## src/rtl/spi_regbridge.sv

```systemverilog
// spi_regbridge
// SPI-slave (mode 0, MSB first) front end for the Maple register file.
// Turns each SPI frame into a 7-bit register number plus one-cycle read/write
// strobes, and shifts register read data back out on MISO.
//
// Frame format: a header byte {wr, regnum[6:0]} followed by any number of
// data bytes.
//   - Write frames (wr = 1): every data byte pulses write.
//   - Read frames (wr = 0): every data byte shifts out regdata_read,
//     prefetched one byte ahead.
// Burst accesses never auto-increment regnum.
//
// Ports
//   clk, rst_n     system clock, async active-low reset
//   ss, sck, mosi  raw SPI pins (asynchronous to clk)
//   miso           serial read data (tri-stated by the parent)
//   regnum         register number of the current/last frame
//   regdata_read   read data for regnum (combinational in the parent)
//   regdata_write  last received write byte
//   read           1-clk pulse: a read byte has started shifting out
//   write          1-clk pulse: regdata_write valid for regnum
//
// state   | meaning
// IDLE    | ss deasserted, waiting for a frame
// HEADER  | receiving the header byte, MISO shifts zeros
// DATA_WR | receiving write data bytes
// DATA_RD | shifting prefetched read bytes out on MISO
module spi_regbridge #(
  parameter int SYNC_STAGES = 2
) (
  input  logic       clk,
  input  logic       rst_n,
  input  logic       ss,
  input  logic       sck,
  input  logic       mosi,
  output logic       miso,
  output logic [6:0] regnum,
  input  logic [7:0] regdata_read,
  output logic [7:0] regdata_write,
  output logic       read,
  output logic       write
);

  typedef enum logic [1:0] {IDLE, HEADER, DATA_WR, DATA_RD} state_t;

  logic [SYNC_STAGES-1:0] sck_sync_q, sck_sync_d;
  logic [SYNC_STAGES-1:0] ss_sync_q, ss_sync_d;
  logic [SYNC_STAGES-1:0] mosi_sync_q, mosi_sync_d;
  logic                   sck_prev_q, sck_prev_d;

  state_t     state_q, state_d;
  logic [2:0] bit_cnt_q, bit_cnt_d;
  logic [7:0] rx_shift_q, rx_shift_d;
  logic [7:0] tx_shift_q, tx_shift_d;
  logic [6:0] regnum_q, regnum_d;
  logic [7:0] regdata_write_q, regdata_write_d;
  logic       read_q, read_d;
  logic       write_q, write_d;
  logic       byte_done_q, byte_done_d;
  logic       load_pend_q, load_pend_d;

  logic sck_s, ss_s, mosi_s;
  logic sck_rise, sck_fall;

  assign sck_s  = sck_sync_q[SYNC_STAGES-1];
  assign ss_s   = ss_sync_q[SYNC_STAGES-1];
  assign mosi_s = mosi_sync_q[SYNC_STAGES-1];

  assign sck_rise = sck_s & ~sck_prev_q;
  assign sck_fall = ~sck_s & sck_prev_q;

  always_comb begin
    sck_sync_d  = {sck_sync_q[SYNC_STAGES-2:0], sck};
    ss_sync_d   = {ss_sync_q[SYNC_STAGES-2:0], ss};
    mosi_sync_d = {mosi_sync_q[SYNC_STAGES-2:0], mosi};
    sck_prev_d  = sck_s;
  end

  always_comb begin
    state_d         = state_q;
    bit_cnt_d       = bit_cnt_q;
    rx_shift_d      = rx_shift_q;
    tx_shift_d      = tx_shift_q;
    regnum_d        = regnum_q;
    regdata_write_d = regdata_write_q;
    read_d          = 1'b0;
    write_d         = 1'b0;
    byte_done_d     = 1'b0;
    load_pend_d     = 1'b0;

    if (ss_s) begin
      // Deselect wins over everything: a partial or just-completed byte is
      // dropped and any pending prefetch is cancelled.
      state_d   = IDLE;
      bit_cnt_d = 3'd0;
    end else if (state_q == IDLE) begin
      state_d    = HEADER;
      bit_cnt_d  = 3'd0;
      tx_shift_d = 8'h00;
    end else begin
      if (sck_rise) begin
        rx_shift_d = {rx_shift_q[6:0], mosi_s};
        bit_cnt_d  = bit_cnt_q + 3'd1;
        if (bit_cnt_q == 3'd7) begin
          byte_done_d = 1'b1;
        end
        // First bit of a read byte: that byte is now committed to the host.
        if (state_q == DATA_RD && bit_cnt_q == 3'd0) begin
          read_d = 1'b1;
        end
      end

      // Falling edge right after a byte boundary keeps the freshly loaded MSB.
      if (sck_fall && bit_cnt_q != 3'd0) begin
        tx_shift_d = {tx_shift_q[6:0], 1'b0};
      end

      // Prefetch one cycle after byte completion so regdata_read already
      // reflects an updated regnum.
      if (load_pend_q) begin
        tx_shift_d = regdata_read;
      end

      if (byte_done_q) begin
        case (state_q)
          HEADER: begin
            regnum_d = rx_shift_q[6:0];
            if (rx_shift_q[7]) begin
              state_d = DATA_WR;
            end else begin
              state_d     = DATA_RD;
              load_pend_d = 1'b1;
            end
          end
          DATA_WR: begin
            regdata_write_d = rx_shift_q;
            write_d         = 1'b1;
          end
          DATA_RD: begin
            load_pend_d = 1'b1;
          end
          default: ;
        endcase
      end
    end
  end

  always_ff @(posedge clk or negedge rst_n) begin
    if (!rst_n) begin
      sck_sync_q      <= '0;
      ss_sync_q       <= '1;
      mosi_sync_q     <= '0;
      sck_prev_q      <= 1'b0;
      state_q         <= IDLE;
      bit_cnt_q       <= 3'd0;
      rx_shift_q      <= 8'h00;
      tx_shift_q      <= 8'h00;
      regnum_q        <= 7'd0;
      regdata_write_q <= 8'h00;
      read_q          <= 1'b0;
      write_q         <= 1'b0;
      byte_done_q     <= 1'b0;
      load_pend_q     <= 1'b0;
    end else begin
      sck_sync_q      <= sck_sync_d;
      ss_sync_q       <= ss_sync_d;
      mosi_sync_q     <= mosi_sync_d;
      sck_prev_q      <= sck_prev_d;
      state_q         <= state_d;
      bit_cnt_q       <= bit_cnt_d;
      rx_shift_q      <= rx_shift_d;
      tx_shift_q      <= tx_shift_d;
      regnum_q        <= regnum_d;
      regdata_write_q <= regdata_write_d;
      read_q          <= read_d;
      write_q         <= write_d;
      byte_done_q     <= byte_done_d;
      load_pend_q     <= load_pend_d;
    end
  end

  assign miso          = tx_shift_q[7];
  assign regnum        = regnum_q;
  assign regdata_write = regdata_write_q;
  assign read          = read_q;
  assign write         = write_q;

endmodule
```

## config.mk

```make
export PLATFORM = sky130hd
export DESIGN_NAME = spi_regbridge
export DESIGN_NICKNAME = d
export VERILOG_FILES = /design/src/rtl/spi_regbridge.sv
export SDC_FILE = /design/constraint.sdc
export NUM_CORES = 1
export LEC_CHECK = 0
export ABC_AREA = 1
export CAP_MARGIN = 20
export CORE_MARGIN = 2
export CORE_UTILIZATION = 40
export CTS_BUF_LIST = sky130_fd_sc_hd__clkbuf_16
export DETAILED_ROUTE_END_ITERATION = 8
export PLACE_DENSITY = 0.69
export SLEW_MARGIN = 0
export SYNTH_ARGS = -nofsm -noshare
export SYNTH_HDL_FRONTEND = slang
export SYNTH_SLANG_ARGS = --single-unit
```

## constraint.sdc

```tcl
create_clock -name clk -period 1.1 [get_ports clk]
set_input_delay 0.165 -clock clk [delete_from_list [all_inputs] [get_ports clk]]
set_output_delay 0.165 -clock clk [all_outputs]
set_load 0.1 [all_outputs]
```

==> After elaboration in Yosys (flattened, before gate mapping) <==
Cells that the tools add are included.
{ "classes": {"n_addsub": 1, "multipliers": 0, "div_mod_pow": 0, "order_cmp": 0, "eq_ne": 4, "shift": 0, "mux": 28, "n_bitwise": 6, "reduce_logical": 14} }
{ "ops": {"columns": ["op", "n"], "rows": [
  ["$mux W8", 3],
  ["$mux W1", 17],
  ["$reduce_bool A3 Y1", 5],
  ["$mux W3", 3],
  ["$mux W2", 4],
  ["$reduce_and A4 Y1", 2],
  ["$eq A2 B2 Y1 const B", 2],
  ["$not A1 Y1", 4],
  ["$reduce_and A2 Y1", 2],
  ["$add A3 B1 Y3 const B", 1],
  ["$eq A3 B3 Y1 const B", 1],
  ["$logic_not A3 Y1", 1],
  ["$reduce_and A3 Y1", 1],
  ["$and A1 B1 Y1", 2],
  ["$eq A2 B1 Y1 const B", 1],
  ["$logic_and A1 B1 Y1", 2],
  ["$logic_not A2 Y1", 1],
  ["$pmux W1 S2", 1]
]} }
{ "word_totals": {"ff_bits": 47, "latchBits": 0, "ramBits": 0, "mem_bits_ro": 0, "in_bits": 13, "output_inout_bits": 18, "wordCells": 67, "mem_count": 0} }

==> Depth between registers and ports, before layout <==
{ "logic_depth": {"word_depth": 6, "ltp_mapped": 8} }

==> Least setup slack after synthesis <==
Ideal clock, no wire load.
{ "synth_path": {"path_kind": "register to register", "from": "register regdata_write[1] (netlist name)", "to": "register regdata_write_q[1], in the netlist regdata_write[1]", "setup_ns": 0.074, "arrival_time_ns": 1.116, "t_required_ns": 1.026, "setup_slack_ns": -0.090, "path_stages_with_launch": 3, "path_buffers": 0, "period_less_slack_ns": 1.190, "path_cell_list": "dfrtp_1 -> nand2_1 -> o21ai_2"} }
{ "synth_lines": {"columns": ["element", "line_no", "text"], "rows": [
  ["end signal, assigned", "174", "regdata_write_q <= regdata_write_d;"],
  ["end, declared", "56", "logic [7:0] regdata_write_q, regdata_write_d;"]
]} }

==> Worst setup path after layout <==
{ "layout_path": {"from": "register ss_sync_q[1]", "to": "register regdata_write_q[7], in the netlist regdata_write[7]"} }
{ "layout_between": {"elab_chain_cells": 2} }
{ "layout_rtl": {"columns": ["element", "line_no", "text"], "rows": [
  ["start, declared", "47", "logic [SYNC_STAGES-1:0] ss_sync_q, ss_sync_d;"],
  ["start signal, assigned", "166", "ss_sync_q <= ss_sync_d;"],
  ["$not A1 Y1 (no line)", null, null],
  ["$reduce_and A4 Y1 (no line)", null, null]
]} }
No other way between the ends.
A chain may end at the register's enable or synchronous reset.

==> flow_summary_export.csv <==
group,metric,value,unit
outcome,run_status,"complete, but fails checks",
outcome,violations,"negative setup slack",
placed_design,post-place-ws,-0.1221,ns
timing,final-setup-viol-count,24,
critical_path,end_kind,"flip-flop",
global_routing,grt_pass1_vias,1437,
power_and_ir_drop,power_frac_comb,10.9,%
clock_tree,clk_latency,0.28,ns
yosys,synth_xor_area_share,0,%
yosys,syn_area,1974,um^2
yosys,synth_area_leaders,"dfrtp_1 (57%), nand2_1 (13%), o21ai_2 (6.2%)",
floorplan,coreArea,4755,um^2
clock_tree,numCtsBuffers,5,
power_and_ir_drop,leakagePower,1.320,nW
critical_path,crit_type,"reg -> reg",
timing,finalHoldViolCount,0,
min_path,min_path_type,"in -> reg",
cells_and_area,final_area,3013,um^2
yosys,synth-compound-area-share,10.77,%
yosys,synth_fp_nets,218,
floorplan,io_pins,31,
floorplan,dieArea,5514,um^2
timing,timing.fmax,0.8329,GHz
global_routing,grt_pass1_wl,6672,um
critical_path,required,1.27,ns
critical_path,r2r-start,"ss_sync_q[1]",
yosys,synth_top_family_by_area,"simple AND/OR/NAND/NOR gates",
power_and_ir_drop,cell_internal_pwr,2.779,mW
yosys,synth_top_area_cell,"dfrtp_1",
power_and_ir_drop,clockPowerShare,38.2,%
timing,finalCriticalPeriod,1.201,ns
global_routing,antenna_found_initial,0,
yosys,yosys.area_share.simple,22.12,%
cells_and_area,layoutNonFillerInstCount,322,
floorplan,row_count,25,
critical_path,crit_fanout,8,
clock_tree,clk_pin_slew_worst_paths,0.06,ns
cells_and_area,num-fill-cells,375,
power_and_ir_drop,peakVddDrop,1108,uV
detailed_routing,wl_per_cell,13.07,um
power_and_ir_drop,switching_share,23.50,%
yosys,synth_area_per_cell,9.774,um^2
yosys,synth_warnings,0,
clock_tree,cts_tree,"yes",
timing,period_share,109.1,%
placed_design,placedInstanceArea,2619,um^2
run,drv_cap,0,
cells_and_area,nNetsFinal,270,
clock_tree,cts_root_buf,"clkbuf_16",
cells_and_area,final_common_cell,"nand2_1",
detailed_routing,wl,4209,um
timing,worst_slack,-0.1006,ns
placed_design,globalplace.congestion,0.7689,
global_routing,grt_start_max_net_pins,48,
floorplan,die_h,74.26,um
critical_path,cp-startpoint,"ss_sync_q[1]",
clock_tree,clock_sinks,47,
critical_path,ff2ff_path_depth,6,
floorplan,die_x,74.26,um
yosys,synth-adder-area-share,1.901,%
timing,clock_skew,0.002096,ns
placed_design,dp_cells,304,
global_routing,overflow,0,
placed_design,portBuffers,30,
floorplan,initial_core_util,41.53,%
min_path,holdPathStages,1,
yosys,synth_cell_types,21,
detailed_routing,routed_via_density,4.714,
yosys,synth_seq_cells,47,
yosys,yosysSeqAreaShare,59.70,%
detailed_routing,vias,1518,
power_and_ir_drop,power_switching,853.4,uW
yosys,syn_inst,202,
detailed_routing,drcViolationCount,0,
critical_path,arrival,1.37,ns
cells_and_area,fin_util,63.37,%
timing,slew_viol_final,0,
cells_and_area,mostFrequentLayoutCells,"nand2_1 (50), dfrtp_1 (29), buf_12 (20), inv_1 (16), dfrtp_2 (16)",
timing,hold_slack,0.2921,ns
global_routing,grt_usage,16.16,%
clock_tree,cts_max_path_buffers,2,
timing,tightestPinTransition,0.2487,ns
yosys,synth_top_area_share,57.03,%
critical_path,startpoint_type,"flip-flop",
timing,rsz0062_at_grt,"true",
yosys,synth_mux_area_share,0,%
cells_and_area,area_growth,52.60,%
power_and_ir_drop,power_density,1205,nW/um^2
detailed_routing,ant_nets,0,
detailed_routing,drt-initial-drc-count,102,
power_and_ir_drop,power_frac_seq,50.9,%
detailed_routing,first_pass_iters,4,
clock_tree,ctsHtreeMaxLevel,2,
min_path,min_from,"ss",
placed_design,dp_hpwl,2580,um
cells_and_area,drive_gt1_share,45.10,%
cells_and_area,antenna_cells,0,
timing,relSlewSlack,83.42,%
area by class of cell:
type / count / area [um^2] / share of cell area (%)
clock buffer: 5 / 125.1 / 4.153
clock inverter: 3 / 12.51 / 0.4153
inverter: 19 / 76.32 / 2.533
multi-input combinational: 131 / 839.6 / 27.87
sequential: 47 / 1199 / 39.78
tap: 67 / 83.83 / 2.782
timing repair buffer: 50 / 676.9 / 22.47
cells in the mapped netlist:
master / number
nor2_4: 3
nor2_1: 4
dfrtp_1: 45
inv_1: 19
nand3_2: 1
o21ai_1: 1
nand4_2: 1
nand2_2: 1
nand2_4: 2
nor2_2: 1
ha_1: 3
nand2_1: 69
nor3_1: 1
nand4_1: 1
nand3_1: 12
buf_2: 3
o21ai_0: 8
buf_6: 2
dfstp_2: 2
a21oi_1: 9
o21ai_2: 14
critical path, stage by stage, from the launching register on:
cell and delay [ns]:
dfstp_2 0.62, nor2_4 0.07, nand3_4 0.10, buf_12 0.17, inv_4 0.04, nand2_2 0.04, nand2_1 0.04
worst paths after layout:
| check | end | slack [ns] |
|---|---|---|
| min in group asynchronous | rx_shift_q[5] | 0.39 |
| worst min register to register | sck_sync_q[1] | 0.35 |
| worst max register to register | regdata_write[7] | -0.10 |
| max in group asynchronous | ss_sync_q[0] | 0.44 |
| worst max-delay path | regdata_write[7] | -0.10 |
| worst min-delay path | ss_sync_q[0] | 0.29 |
flip-flops by register name, summed over array words and instances (netlist names):
register / count
tx_shift_q: 8
mosi_sync_q: 2
sck_sync_q: 2
sck_prev_q: 1
regnum: 7
rx_shift_q: 8
state_q: 2
regdata_write: 8
byte_done_q: 1
ss_sync_q: 2
bit_cnt_q: 3
write: 1
read: 1
load_pend_q: 1
per-layer routing:
metal	part of all wire, %	track usage [%]
met1	42	21.35
met2	51	26.29
met3	3.5	3.252
met4	2.9	6.548
met5	0	0
power by group through the flow:
stage | logic (mW) | registers (mW) | clock network, mW
global placement | 0.335 | 1.87 | 0
finish | 0.397 | 1.85 | 1.39
floorplan | 0.190 | 1.87 | 0
CTS | 0.359 | 1.85 | 1.43
global route | 0.441 | 1.86 | 1.49
detailed placement | 0.340 | 1.88 | 0
cells by family (layout without fill, tap and decap cells):
family                   after synthesis  in the layout
AND/OR/NAND/NOR                       96             96
buffers and inverters                 24             77
adder cells (fa/ha/maj)                3              3
flip-flops                            47             47
AO/OA/AOI/OAI                         32             32
through the flow:
step / total power, mW / setup TNS [ns]
6_report: 3.632 / -1.010
5_1_grt: 3.796 / -3.302
4_1_cts: 3.639 / -0.9869
3_5_place_dp: 2.217 / -1.491
3_3_place_gp: 2.209 / -0.8239
2_1_floorplan: 2.060 / -0.3097
what timing repair did:
action                     CTS  global route
setup endpoints to repair   31            37
resized for setup           21            24
hold buffers                 1             0
pin swaps                    2             2
buffers inserted             2             6
hold endpoints to repair    45             0
gates cloned                 1             0
No activity file was read; power rests on OpenSTA's default activity.
